===== src/rtl/mem_arb_n_pkg.sv =====
// mem_arb_n_pkg: shared types for the N-client memory arbiter.
// Arbitration mode, FSM state and operation enums plus the client-ID width helper.
package mem_arb_n_pkg;

  typedef enum logic [1:0] {
    ARB_FIXED = 2'd0,
    ARB_LIST  = 2'd1,
    ARB_RR    = 2'd2,
    ARB_RSVD  = 2'd3
  } arb_mode_t;

  typedef enum logic {
    ARB_IDLE   = 1'b0,
    ARB_ACCESS = 1'b1
  } arb_state_t;

  typedef enum logic {
    OP_RD = 1'b0,
    OP_WR = 1'b1
  } op_t;

  // Client ID width; never narrower than one bit.
  function automatic int cw_of(input int n);
    return (n > 1) ? $clog2(n) : 1;
  endfunction

endpackage


===== src/rtl/mem_arb_n_if.sv =====
// mem_arb_n_if: client, memory and configuration bundle of mem_arb_n.
// slave = arbiter side, master = clients/memory/config side.
interface mem_arb_n_if
  import mem_arb_n_pkg::*;
#(
  parameter int NUM_CLIENTS = 4,
  parameter int ADDR_WIDTH  = 8,
  parameter int DATA_WIDTH  = 8
);
  localparam int CW = cw_of(NUM_CLIENTS);

  logic                            en;
  logic [1:0]                      mode;
  logic [NUM_CLIENTS*CW-1:0]       prio_list;
  logic [NUM_CLIENTS-1:0]          c_rd;
  logic [NUM_CLIENTS-1:0]          c_wr;
  logic [NUM_CLIENTS*ADDR_WIDTH-1:0] c_addr;
  logic [NUM_CLIENTS*DATA_WIDTH-1:0] c_wr_data;
  logic [NUM_CLIENTS*DATA_WIDTH-1:0] c_rd_data;
  logic [NUM_CLIENTS-1:0]          c_ack;
  logic                            m_rd;
  logic                            m_wr;
  logic [ADDR_WIDTH-1:0]           m_addr;
  logic [DATA_WIDTH-1:0]           m_wr_data;
  logic [DATA_WIDTH-1:0]           m_rd_data;
  logic                            m_ack;
  logic [CW-1:0]                   grant_id;
  logic                            busy;
  logic                            timeout_err;

  modport slave (
    input  en, mode, prio_list,
    input  c_rd, c_wr, c_addr, c_wr_data,
    input  m_rd_data, m_ack,
    output c_rd_data, c_ack,
    output m_rd, m_wr, m_addr, m_wr_data,
    output grant_id, busy, timeout_err
  );

  modport master (
    output en, mode, prio_list,
    output c_rd, c_wr, c_addr, c_wr_data,
    output m_rd_data, m_ack,
    input  c_rd_data, c_ack,
    input  m_rd, m_wr, m_addr, m_wr_data,
    input  grant_id, busy, timeout_err
  );

endinterface


===== src/rtl/mem_arb_n_pick.sv =====
// mem_arb_n_pick: combinational winner select (fixed/list/round-robin).
// Ports: req, mode, prio_list, ptr, starved in; win (client ID) out.
module mem_arb_n_pick
  import mem_arb_n_pkg::*;
#(
  parameter int NUM_CLIENTS = 4,
  parameter int CW          = cw_of(NUM_CLIENTS)
) (
  input  logic [NUM_CLIENTS-1:0]    req,
  input  arb_mode_t                 mode,
  input  logic [NUM_CLIENTS*CW-1:0] prio_list,
  input  logic [CW-1:0]             ptr,
  input  logic [NUM_CLIENTS-1:0]    starved,
  output logic [CW-1:0]             win
);
  localparam int N = NUM_CLIENTS;

  logic          found;
  logic [N-1:0]  st;
  logic [CW-1:0] id;
  logic [CW-1:0] ri;
  int            idx;

  always_comb begin
    win   = '0;
    found = 1'b0;
    st    = starved & req;
    id    = '0;
    ri    = '0;
    idx   = 0;
    // A starved requester overrides every mode.
    if (|st) begin
      for (int i = 0; i < N; i++) begin
        if (!found && st[i]) begin
          win   = CW'(i);
          found = 1'b1;
        end
      end
    end else begin
      unique case (mode)
        ARB_LIST: begin
          for (int i = 0; i < N; i++) begin
            id = prio_list[i*CW +: CW];
            if (!found && (int'(id) < N)) begin
              if (req[id]) begin
                win   = id;
                found = 1'b1;
              end
            end
          end
        end
        ARB_RR: begin
          for (int i = 0; i < N; i++) begin
            idx = int'(ptr) + i;
            if (idx >= N) idx = idx - N;
            ri = CW'(idx);
            if (!found && req[ri]) begin
              win   = ri;
              found = 1'b1;
            end
          end
        end
        ARB_FIXED, ARB_RSVD: begin
          for (int i = 0; i < N; i++) begin
            if (!found && req[i]) begin
              win   = CW'(i);
              found = 1'b1;
            end
          end
        end
      endcase
    end
  end

endmodule


===== src/rtl/mem_arb_n.sv =====
// mem_arb_n: N-client memory arbiter with holding regs and anti-starvation.
// Ports: clk, rst (async, active-high), bus (mem_arb_n_if.slave). Option: MEM_ARB_TIMEOUT_EN.
module mem_arb_n
  import mem_arb_n_pkg::*;
#(
  parameter int NUM_CLIENTS    = 4,
  parameter int ADDR_WIDTH     = 8,
  parameter int DATA_WIDTH     = 8,
  parameter int STARVE_LIMIT   = 7,
  parameter int TIMEOUT_CYCLES = 255
) (
  input logic       clk,
  input logic       rst,
  mem_arb_n_if.slave bus
);
  localparam int N  = NUM_CLIENTS;
  localparam int AW = ADDR_WIDTH;
  localparam int DW = DATA_WIDTH;
  localparam int CW = cw_of(N);
  localparam int SW = $clog2(STARVE_LIMIT + 1);

  if (N < 2 || N > 16 || TIMEOUT_CYCLES < 1) begin : g_bad_cfg
    $error("mem_arb_n: unsupported parameters");
  end

  arb_state_t    state;
  op_t           op;
  logic [AW-1:0] h_addr;
  logic [DW-1:0] h_wdata;
  logic [CW-1:0] gid;
  logic [CW-1:0] ptr;
  logic [CW-1:0] win;
  logic [SW-1:0] starve [N];
  logic [N-1:0]  req;
  logic [N-1:0]  starved;
  logic [AW-1:0] s_addr;
  logic [DW-1:0] s_wdata;
  logic          s_wr;
  logic          busy;
  logic          start;
  logic          to_hit;
  logic          done;

  always_comb begin
    req     = bus.c_rd | bus.c_wr;
    starved = '0;
    s_addr  = '0;
    s_wdata = '0;
    s_wr    = 1'b0;
    for (int i = 0; i < N; i++) begin
      starved[i] = (starve[i] == SW'(STARVE_LIMIT));
      if (CW'(i) == win) begin
        s_addr = bus.c_addr[i*AW +: AW];
        s_wr   = bus.c_wr[i];
        // Write wins over read; read captures no data.
        s_wdata = bus.c_wr[i] ? bus.c_wr_data[i*DW +: DW] : '0;
      end
    end
  end

  mem_arb_n_pick #(
    .NUM_CLIENTS(N),
    .CW(CW)
  ) u_pick (
    .req(req),
    .mode(arb_mode_t'(bus.mode)),
    .prio_list(bus.prio_list),
    .ptr(ptr),
    .starved(starved),
    .win(win)
  );

  assign busy  = (state == ARB_ACCESS);
  assign start = (state == ARB_IDLE) && bus.en && (|req) && !bus.m_ack;
  assign done  = busy && (bus.m_ack || to_hit);

`ifdef MEM_ARB_TIMEOUT_EN
  localparam int TW = $clog2(TIMEOUT_CYCLES + 1);
  logic [TW-1:0] tcnt;

  // A real ack in the limit cycle still completes normally.
  assign to_hit = busy && !bus.m_ack
               && (tcnt == TW'(TIMEOUT_CYCLES));

  always_ff @(posedge clk or posedge rst) begin
    if (rst) begin
      tcnt <= '0;
    end else if (start) begin
      tcnt <= '0;
    end else if (busy && !bus.m_ack && !to_hit) begin
      tcnt <= tcnt + 1'b1;
    end
  end
`else
  assign to_hit = 1'b0;
`endif

  always_ff @(posedge clk or posedge rst) begin
    if (rst) begin
      state   <= ARB_IDLE;
      op      <= OP_RD;
      h_addr  <= '0;
      h_wdata <= '0;
      gid     <= '0;
      ptr     <= '0;
      for (int i = 0; i < N; i++) starve[i] <= '0;
    end else begin
      unique case (state)
        ARB_IDLE: begin
          if (start) begin
            state   <= ARB_ACCESS;
            gid     <= win;
            op      <= s_wr ? OP_WR : OP_RD;
            h_addr  <= s_addr;
            h_wdata <= s_wdata;
            for (int i = 0; i < N; i++) begin
              if (CW'(i) == win) begin
                starve[i] <= '0;
              end else if (req[i] && !starved[i]) begin
                starve[i] <= starve[i] + 1'b1;
              end
            end
          end
        end
        ARB_ACCESS: begin
          if (done) begin
            state <= ARB_IDLE;
            ptr   <= (gid == CW'(N - 1)) ? '0 : gid + 1'b1;
          end
        end
        default: state <= ARB_IDLE;
      endcase
    end
  end

  always_comb begin
    bus.busy        = busy;
    bus.grant_id    = gid;
    bus.timeout_err = to_hit;
    bus.m_rd        = busy && (op == OP_RD) && !to_hit;
    bus.m_wr        = busy && (op == OP_WR) && !to_hit;
    bus.m_addr      = busy ? h_addr : '0;
    bus.m_wr_data   = (busy && op == OP_WR) ? h_wdata : '0;
    bus.c_ack       = '0;
    bus.c_rd_data   = '0;
    if (done) begin
      for (int i = 0; i < N; i++) begin
        if (CW'(i) == gid) begin
          bus.c_ack[i] = 1'b1;
          if (op == OP_RD && !to_hit) begin
            bus.c_rd_data[i*DW +: DW] = bus.m_rd_data;
          end
        end
      end
    end
  end

endmodule


===== src/flat_wrapper.sv =====
// flat-port wrapper written by rule: the top's interface ports become plain ports
module mem_arb_n_flat import mem_arb_n_pkg::*;
#(
  parameter int NUM_CLIENTS    = 4,
  parameter int ADDR_WIDTH     = 8,
  parameter int DATA_WIDTH     = 8,
  parameter int STARVE_LIMIT   = 7,
  parameter int TIMEOUT_CYCLES = 255
)
  (clk, rst, bus_en, bus_mode, bus_prio_list, bus_c_rd, bus_c_wr, bus_c_addr, bus_c_wr_data, bus_m_rd_data, bus_m_ack, bus_c_rd_data, bus_c_ack, bus_m_rd, bus_m_wr, bus_m_addr, bus_m_wr_data, bus_grant_id, bus_busy, bus_timeout_err);
  mem_arb_n_if #(.NUM_CLIENTS(NUM_CLIENTS), .ADDR_WIDTH(ADDR_WIDTH), .DATA_WIDTH(DATA_WIDTH)) bus_i ();
  input logic clk;
  input logic rst;
  input wire logic [$bits(bus_i.en)-1:0] bus_en;
  input wire logic [$bits(bus_i.mode)-1:0] bus_mode;
  input wire logic [$bits(bus_i.prio_list)-1:0] bus_prio_list;
  input wire logic [$bits(bus_i.c_rd)-1:0] bus_c_rd;
  input wire logic [$bits(bus_i.c_wr)-1:0] bus_c_wr;
  input wire logic [$bits(bus_i.c_addr)-1:0] bus_c_addr;
  input wire logic [$bits(bus_i.c_wr_data)-1:0] bus_c_wr_data;
  input wire logic [$bits(bus_i.m_rd_data)-1:0] bus_m_rd_data;
  input wire logic [$bits(bus_i.m_ack)-1:0] bus_m_ack;
  output wire logic [$bits(bus_i.c_rd_data)-1:0] bus_c_rd_data;
  output wire logic [$bits(bus_i.c_ack)-1:0] bus_c_ack;
  output wire logic [$bits(bus_i.m_rd)-1:0] bus_m_rd;
  output wire logic [$bits(bus_i.m_wr)-1:0] bus_m_wr;
  output wire logic [$bits(bus_i.m_addr)-1:0] bus_m_addr;
  output wire logic [$bits(bus_i.m_wr_data)-1:0] bus_m_wr_data;
  output wire logic [$bits(bus_i.grant_id)-1:0] bus_grant_id;
  output wire logic [$bits(bus_i.busy)-1:0] bus_busy;
  output wire logic [$bits(bus_i.timeout_err)-1:0] bus_timeout_err;
  assign bus_i.en = bus_en;
  assign bus_i.mode = bus_mode;
  assign bus_i.prio_list = bus_prio_list;
  assign bus_i.c_rd = bus_c_rd;
  assign bus_i.c_wr = bus_c_wr;
  assign bus_i.c_addr = bus_c_addr;
  assign bus_i.c_wr_data = bus_c_wr_data;
  assign bus_i.m_rd_data = bus_m_rd_data;
  assign bus_i.m_ack = bus_m_ack;
  assign bus_c_rd_data = bus_i.c_rd_data;
  assign bus_c_ack = bus_i.c_ack;
  assign bus_m_rd = bus_i.m_rd;
  assign bus_m_wr = bus_i.m_wr;
  assign bus_m_addr = bus_i.m_addr;
  assign bus_m_wr_data = bus_i.m_wr_data;
  assign bus_grant_id = bus_i.grant_id;
  assign bus_busy = bus_i.busy;
  assign bus_timeout_err = bus_i.timeout_err;
  mem_arb_n #(.NUM_CLIENTS(NUM_CLIENTS), .ADDR_WIDTH(ADDR_WIDTH), .DATA_WIDTH(DATA_WIDTH), .STARVE_LIMIT(STARVE_LIMIT), .TIMEOUT_CYCLES(TIMEOUT_CYCLES)) u_core (.clk(clk), .rst(rst), .bus(bus_i));
endmodule

===== config.mk =====
export PLATFORM = sky130hd
export DESIGN_NAME = mem_arb_n_flat
export DESIGN_NICKNAME = d
export VERILOG_FILES = /design/src/rtl/mem_arb_n_pkg.sv /design/src/rtl/mem_arb_n_if.sv /design/src/rtl/mem_arb_n_pick.sv /design/src/rtl/mem_arb_n.sv /design/src/flat_wrapper.sv
export SDC_FILE = /design/constraint.sdc
export NUM_CORES = 1
export LEC_CHECK = 0
export BUFFER_PORTS_ARGS = -buffer_cell sky130_fd_sc_hd__clkbuf_2
export CORE_UTILIZATION = 40
export CTS_CLUSTER_SIZE = 14
export DETAILED_ROUTE_END_ITERATION = 10
export GPL_ROUTABILITY_DRIVEN = 0
export HOLD_SLACK_MARGIN = 0.06
export PLACE_DENSITY = 0.74
export SLEW_MARGIN = 20
export SYNTH_ARGS = -nofsm -noshare
export SYNTH_HDL_FRONTEND = slang
export SYNTH_HIERARCHICAL = 1
export SYNTH_SLANG_ARGS = --single-unit

===== constraint.sdc =====
create_clock -name clk -period 3.5 [get_ports clk]
set_input_delay 0 -clock clk [delete_from_list [all_inputs] [get_ports clk]]
set_output_delay 0 -clock clk [all_outputs]
set_load 0.05 [all_outputs]

# After elaboration in Yosys (flattened, before gate mapping)
# Index checks and enable logic that the tools add are counted.
# W data, S select, Z words.
# totals
regBits	34
inputBits	94
output_inout_bits	58
elab_cells	225
# classes
n_addsub	12
order_cmp	12
eq_ne	14
n_mux	124
bitwise	4
n_reduce_logical	49
# ops
operator	n
$mux W8	19
$mux W2	29
$mux W1	56
$mux W32	1
$lt A2 B3 Y1 const B	8
$mux W3	8
$logic_and A1 B1 Y1	19
$bmux W1 S2	8
$logic_not A1 Y1	14
$add A3 B1 Y3 const B	4
$eq A3 B3 Y1 const B	4
$reduce_and A3 Y1	4
$ge A3 B3 Y1 const B	3
$eq A2 B2 Y1 const A	4
$reduce_bool A2 Y1	4
$reduce_or A4 Y1	2
$sub A2 B1 Y2 const B	4
$add A2 B2 Y3 const B	2
$eq A2 B2 Y1 const B	3
$logic_not A2 Y1	3
$pmux W2 S3	1
$and A4 B4 Y4	1
$eq A1 B2 Y1 const A	2
$mux W4	1
9 further kinds	11

# Longest topological paths before layout
# Gate-level depths: netlist of the first run.
# depth
word_depth	30
ltp_mapped	13
ltp_nobuf	10

# By module
# The synthesis of the first run kept the hierarchy.
# modules_own_cells
module	instances	cells_per_inst	area_each_um2	seq_area_each_um2
mem_arb_n	1	252	2552.4	850.8
mem_arb_n_pick	1	63	486.7	0.0

# Worst setup path after synthesis of the first run
# No wires, ideal clock.
# synth_timing
kind	in2reg
from	input bus_c_wr[0]
to	register u_core.h_addr[0]
setup_ns	0.125
t_arrival_ns	2.614
required_time_ns	3.375
setup_slack_ns	0.761
cell_stages	11
n_path_buf	3
cell_sequence	clkbuf_1 or2_2 buf_6 mux4_2 nor2b_1 nor3_1 a21oi_1 nand3_1 buf_4 mux4_2 mux2_4
# synth_between
elab_chain_len	26
elab_cells_between_ends	103
classes_between	eq/ne: 3; mux: 74; bitwise: 2; reduce/logical: 24
# synth_rtl
element	line_no	text
start, declared	flat_wrapper.sv:18	input wire logic [$bits(bus_i.c_wr)-1:0] bus_c_wr;
$or A4 B4 Y4 (*)	mem_arb_n.sv:45	req = bus.c_rd | bus.c_wr;
via u_core.req[0]	mem_arb_n.sv:34	logic [N-1:0] req;
$bmux W1 S2	mem_arb_n_pick.sv:57	if (!found && req[ri]) begin
$mux W1 (not written as such)	mem_arb_n_pick.sv:57	
$mux W1	mem_arb_n_pick.sv:57	
$mux W1	mem_arb_n_pick.sv:40	unique case (mode)
$mux W1	mem_arb_n_pick.sv:32	if (|st) begin
$logic_not A1 Y1	mem_arb_n_pick.sv:57	
(+10 left out)	n/a	
$logic_and A1 B1 Y1	mem_arb_n_pick.sv:57	
$mux W2	mem_arb_n_pick.sv:57	
$pmux W2 S3	mem_arb_n_pick.sv:40	
$mux W2 (*)	mem_arb_n_pick.sv:32	
via u_core.win[0]	mem_arb_n.sv:32	logic [CW-1:0] win;
$logic_not A2 Y1	mem_arb_n.sv:52	if (CW'(i) == win) begin
$mux W8 (3 in series)	mem_arb_n.sv:52	
$mux W8 (*)	mem_arb_n.sv:52	
end signal, assigned	mem_arb_n.sv:114	h_addr <= s_addr;
end, declared	mem_arb_n.sv:28	logic [AW-1:0] h_addr;
# Mark *: on every way through the listed nets, which the timed path passes. The rest lies on a longest branch. The select of a mux whose other input is x is not followed.
# A chain may end at the register's enable or synchronous reset.

# Worst setup path after layout of the first run
# layout_timing
from	register u_core/starve[3] (netlist name)
to	register u_core.h_addr[2]
# layout_between
elab_chain_len	14
elab_cells_between_ends	19
classes_between	eq/ne: 4; mux: 9; bitwise: 1; reduce/logical: 5
# layout_rtl
element	line_no	text
start, declared	mem_arb_n.sv:33	logic [SW-1:0] starve [N];
start signal, assigned by index	mem_arb_n.sv:120	starve[i] <= starve[i] + 1'b1;
$eq A3 B3 Y1 (*)	mem_arb_n.sv:51	starved[i] = (starve[i] == SW'(STARVE_LIMIT));
via u_core.starved[2]	mem_arb_n.sv:35	logic [N-1:0] starved;
$and A4 B4 Y4 (*)	mem_arb_n_pick.sv:27	st = starved & req;
$logic_and A1 B1 Y1	mem_arb_n_pick.sv:34	if (!found && st[i]) begin
$mux W1	mem_arb_n_pick.sv:34	
$mux W1	mem_arb_n_pick.sv:32	
$logic_not A1 Y1	mem_arb_n_pick.sv:34	
$logic_and A1 B1 Y1	mem_arb_n_pick.sv:34	
$mux W2	mem_arb_n_pick.sv:34	
$mux W2 (*)	mem_arb_n_pick.sv:32	
via u_core.win[0]	mem_arb_n.sv:32	
$logic_not A2 Y1	mem_arb_n.sv:52	
$mux W8 (3 in series)	mem_arb_n.sv:52	
$mux W8 (*)	mem_arb_n.sv:52	
# Marks and branches as above.

==> qor.yml, run 1 <==
synth_top_family_by_area: "multiplexers"
tns_ns: 0
fin_worst_skew_ns: 0.0151
r2r_setup_slack_ns: 0.69
setup_slack_ns: 0.686
ant_nets: 0
vias_per_cell: 5.27
required_ns: 3.67
worstSetupStartpointType: "register"
synth.area.mux_share: 0.276
grt_pass1_vias: 2883
crit_path_end_kind: "register"
n_antenna_cell: 0
hold_depth: 3
final_util: 0.539
reg2regPathDepth: 8
timing_worst_slew_pin_value_ns: 0.715
rows: 31
grt_overflow_total: 0
htreeDepth: 2
hp-class: "input port to register"
numCtsBuffers: 5
dieArea_um2: 7950
synthAdderAreaFrac: 0.0576
wl_mm: 8.26
initial_core_util: 0.417
hpwl_mm: 6.51
synth-xor-area-share: 0
syn_avg_cell_area_um2: 9.65
gr-usage-all-layers: 0.211
vias: 2931
coreArea_um2: 7290
cellPowerDensity_nw_per_um2: 527
fmax_mhz: 355
rr_endpoint: "u_core/h_addr[2]$_DFFE_PP0P_"
final_common_cell: "clkbuf_2"
cts.reportedPaths.clkPinSlew_ns: 0.08
syn_area_um2: 3040
dpl_worst_slack_ns: 0.554
syn_inst: 315
power.leakage_nw: 2.02
synth_nets: 423
die_y_um: 89.2
synth.distinct_cells: 44
clk_latency_ns: 0.29
synth_seq_area_share: 0.280
wl_per_cell_um: 14.8
synth_seq_cells: 34
postCtsResizedCells: 0
firstDrtPassIters: 4
cts.path.max_buffers: 2
portBuffers: 150
fp.dieW_um: 89.2
p_total_mw: 2.07
grt_pass1_wl_mm: 12.8
whs_ns: 0.0764
yosys.area_share.simple: 0.216
hold_end: "u_core/bus.busy$_DFF_PP0_"
synth_warnings: 6
final_nets: 564
placed_area_um2: 3830
cp_max_fo: 22
critPathKind: "register to register"
slew_violations: 0
setup_violations: 0
fin_crit_sh: 0.804
root_buffer: "clkbuf_8"
ys.flop_type: "dfrtp_1"
synth_edf_count: 0
layout_common_cells: "clkbuf_2 (150), nand2_1 (43), nor2_1 (36)"
io_pins: 152
area_delta_synth_final_pct: 29.3
grt_max_degree: 35
dp_cells: 547
fin_cells: 556
remaining_drc_errors: 0
drive_above_1_share: 0.479
async_flop_share: 1.00
vdd_drop_max_uv: 263
timing.rr.start: "u_core/starve[3]$_DFFE_PP0P_"
clock_sinks: 34
rsz0062_at_grt: "no"
fillCellCount: 673
hold_viol: 0
antenna_found_initial: 0
relSlewSlack: 0.523
layout_min_cycle_time_ns: 2.81
drt_iter0_drc: 103
cts_tree: "built"
maxCapViolCount: 0
synth-compound-area-share: 0.103
cp.arrival_ns: 2.99
min-delay-start: "bus_m_ack"
status: "completed"
postLayoutCellArea_um2: 3930
final cells by class:
type / instances / area, um^2 / area share
flip-flops and latches: 34 / 851 / 0.216
repair buffers: 155 / 791 / 0.201
clock inverters: 1 / 5.00 / 0.00127
multi-input cells: 240 / 2000 / 0.508
well taps: 99 / 124 / 0.0315
inverters: 20 / 75.1 / 0.0191
clock buffers: 7 / 86.3 / 0.0220
state kept, by name, indices dropped and copies added (netlist names):
name / cells
u_core/starve: 12
u_core/h_wdata: 8
u_core/h_addr: 8
u_core/op: 1
u_core/bus.grant_id: 2
u_core/bus.busy: 1
u_core/ptr: 2
critical path: stages, from the launching register on:
cell      delay [ns]
dfrtp_1         0.39
ha_1            0.20
ha_1            0.21
a221oi_1        0.53
nand3b_1        0.14
nand3_1         0.10
buf_4           0.33
mux4_2          0.55
mux2_4          0.27
worst max path at each step:
stage	from	end	slack (ns)	cells after the start
3_3_place_gp	bus_c_wr[3]	u_core/h_addr[4]$_DFFE_PP0P_	0.60	10
2_1_floorplan	bus_c_wr[0]	u_core/h_addr[0]$_DFFE_PP0P_	0.76	11
4_1_cts	u_core/starve[3]$_DFFE_PP0P_	u_core/h_addr[2]$_DFFE_PP0P_	0.69	8
6_report	u_core/starve[3]$_DFFE_PP0P_	u_core/h_addr[2]$_DFFE_PP0P_	0.69	8
3_5_place_dp	bus_c_wr[3]	u_core/starve[3]$_DFFE_PP0P_	0.55	10
5_1_grt	u_core/starve[9]$_DFFE_PP0P_	u_core/h_addr[2]$_DFFE_PP0P_	0.50	9
cells in the mapped netlist (all sizes together) (2+ instances only):
cell type / number / area share
a21oi: 7 / 0.012
a22o: 9 / 0.026
and2: 10 / 0.021
and3: 9 / 0.019
buf: 10 / 0.028
clkbuf: 11 / 0.014
dfrtp: 34 / 0.28
ha: 14 / 0.058
inv: 20 / 0.025
mux2: 22 / 0.095
mux2i: 10 / 0.033
mux4: 20 / 0.15
nand2: 43 / 0.053
nand2b: 9 / 0.019
nand3: 6 / 0.0099
nor2: 37 / 0.048
nor2b: 4 / 0.0082
nor3: 2 / 0.0033
nor3b: 5 / 0.012
o21ai: 4 / 0.0078
o21ba: 4 / 0.013
o221ai: 4 / 0.012
o31ai: 2 / 0.0049
or2: 4 / 0.0082
or4: 2 / 0.0074
where the power goes:
part	internal (mW)	leakage [nW]	switching, mW
Combinational	0.483	1.55	0.581
Sequential	0.555	0.424	0.141
Clock	0.159	0.0482	0.151
cells by family after synthesis:
| group | count (synthesis) |
|---|---|
| AND/OR/NAND/NOR | 134 |
| multiplexers | 52 |
| buffers and inverters | 41 |
| AO/OA/AOI/OAI | 39 |
| flip-flops | 34 |
| adder cells (fa/ha/maj) | 14 |
| other | 1 |
per-layer routing:
layer	GRT usage	routed length (um)	vias up
li1	-	-	1398
met1	0.240	3410	1416
met2	0.398	4260	106
met3	0.0360	474	11
met4	0.0707	106	0
met5	0	0	-
what timing repair did:
item                                    4_1_cts  5_1_grt
setup buffers                                 0        0
endpoints found under the setup margin        0        0
endpoints found under the hold margin        34        0
hold buffers                                  1        0
(Power assumes the default switching activity.)
==> run 2: changes to the inputs <==
Clock period 3.5 ns to 2.74 ns, I/O delays scaled along.
==> run 2 against run 1 <==
Net effect:
- via count rose by 1.5%
- die area did not move
- clock power rose by 80%
- utilization rose by 2.6 points
- fmax rose by 6.7%
- sequential power rose by 27%
- critical path depth rose by 1
- non-clock buffer count rose by 12
- wire length rose by 2.6%
- critical path type unchanged
- critical endpoint is now u_core/op$_DFFE_PP0P_
- largest cell class unchanged
- highest routed layer unchanged
==> qor.yml, run 2 (synthesis gave the netlist of run 1 again) <==
layout_min_cycle_time_ns: 2.64
firstDrtPassIters: 4
numCtsBuffers: 5
antenna_found_initial: 0
hp-class: "input port to register"
timing_worst_slew_pin_value_ns: 0.631
cellPowerDensity_nw_per_um2: 703
layout_common_cells: "clkbuf_2 (150), nand2_1 (43), nor2_1 (36)"
wl_met2_mm: 4.36
status: "completed"
power.leakage_nw: 2.12
required_ns: 2.91
root_buffer: "clkbuf_8"
vdd_drop_max_uv: 338
coreArea_um2: 7290
n_antenna_cell: 0
cp_common_cell: "ha_1"
drive_above_1_share: 0.507
grt_overflow_total: 0
crit_path_end_kind: "register"
drt_iter0_drc: 174
io_pins: 152
cp.arrival_ns: 2.81
gr-usage-all-layers: 0.209
largest_register: "u_core/starve"
vias_per_cell: 5.24
portBuffers: 150
slowest_stage: "mux4_2"
slew_violations: 0
hpwl_mm: 6.83
fin_worst_skew_ns: 0.00445
drt-met1-wl_mm: 3.56
crit_chain: "ha_1 -> ha_1 -> a22o_4 -> nor3_1 -> nand4_1 -> nand3_2 -> buf_4 -> mux4_2 -> mux2_4"
grt_pass1_wl_mm: 12.6
vias: 2976
relSlewSlack: 0.579
maxUsedRoutingLayer: "met4"
remaining_drc_errors: 0
cts_tree: "built"
fmax_mhz: 379
ant_nets: 0
fp.dieW_um: 89.2
setup_slack_ns: 0.104
critPathKind: "register to register"
cts.reportedPaths.clkPinSlew_ns: 0.07
p_total_mw: 2.90
die_y_um: 89.2
final_util: 0.565
max_stage_delay_ns: 0.49
setup_violations: 0
postLayoutCellArea_um2: 4120
cp_max_fo: 8
wl_per_cell_um: 14.9
cts.path.max_buffers: 2
maxCapViolCount: 0
clk_latency_ns: 0.29
postCtsSetupBuffers: 0
worstSetupStartpointType: "register"
clock_sinks: 34
final_nets: 576
placed_area_um2: 3940
largest_register_ffs: 12
initial_core_util: 0.417
dpl_worst_slack_ns: 0.0661
area_delta_synth_final_pct: 35.6
wl_mm: 8.47
rows: 31
grt_max_degree: 35
fin_crit_sh: 0.962
reg_top3: "u_core/starve x12, u_core/h_addr x8, u_core/h_wdata x8"
rsz0062_at_grt: "no"
tns_ns: 0
met3WireLength_um: 496
htreeDepth: 2
hold_viol: 0
final_common_cell: "clkbuf_2"
grt_pass1_vias: 2598
dieArea_um2: 7950
run 2: repair_timing:
action,in CTS,in global routing
hold endpoints to repair,34,0
resized for setup,0,7
endpoints found under the setup margin,0,17
hold buffers,1,0
run 2: path summary, 6_finish.rpt:
kind / startpoint / end / slack, ns / cells past startpoint
max: u_core/starve[9]$_DFFE_PP0P_ / u_core/op$_DFFE_PP0P_ / 0.10 / 9
min: bus_m_ack / u_core/bus.busy$_DFF_PP0_ / 0.07 / 3
max reg2reg: u_core/starve[9]$_DFFE_PP0P_ / u_core/op$_DFFE_PP0P_ / 0.10 / 9
min reg2reg: u_core/h_addr[5]$_DFFE_PP0P_ / u_core/h_addr[5]$_DFFE_PP0P_ / 0.51 / 1
max in group asynchronous: rst / u_core/starve[7]$_DFFE_PP0P_ / 2.10 / 4
min in group asynchronous: rst / u_core/h_addr[2]$_DFFE_PP0P_ / 0.32 / 4
run 2: per-stage QoR:
stage	hold slack (ns)	cells
3_3_place_gp	0.105	559
6_report	0.0714	568
2_1_floorplan	0.142	315
5_1_grt	0.110	568
3_5_place_dp	0.111	559
4_1_cts	0.0738	568
run 2: metal layers:
metal	up-vias	global-route usage
li1	1425	-
met1	1425	0.271
met2	120	0.368
met3	6	0.0305
met4	0	0.0505
met5	-	0
run 2: layout make-up:
cell class / instances / area [um^2]
well taps: 99 / 124
inverters: 20 / 75.1
fillers: 671 / 3170
clock inverters: 3 / 68.8
multi-input cells: 240 / 2030
repair buffers: 167 / 906
flip-flops and latches: 34 / 851
clock buffers: 5 / 68.8
run 2: critical path, delay by kind of cell, from the launching register on:
kind | cells | cell delay (ns)
mux | 2 | 0.75
simple gates | 3 | 0.46
fa+ha+maj | 2 | 0.43
flops | 1 | 0.39
compound gates | 1 | 0.30
buf+inv | 1 | 0.17
run 2: where the power goes:
part | internal [mW] | switching (mW)
logic | 0.674 | 0.782
registers | 0.709 | 0.176
clock network | 0.365 | 0.193
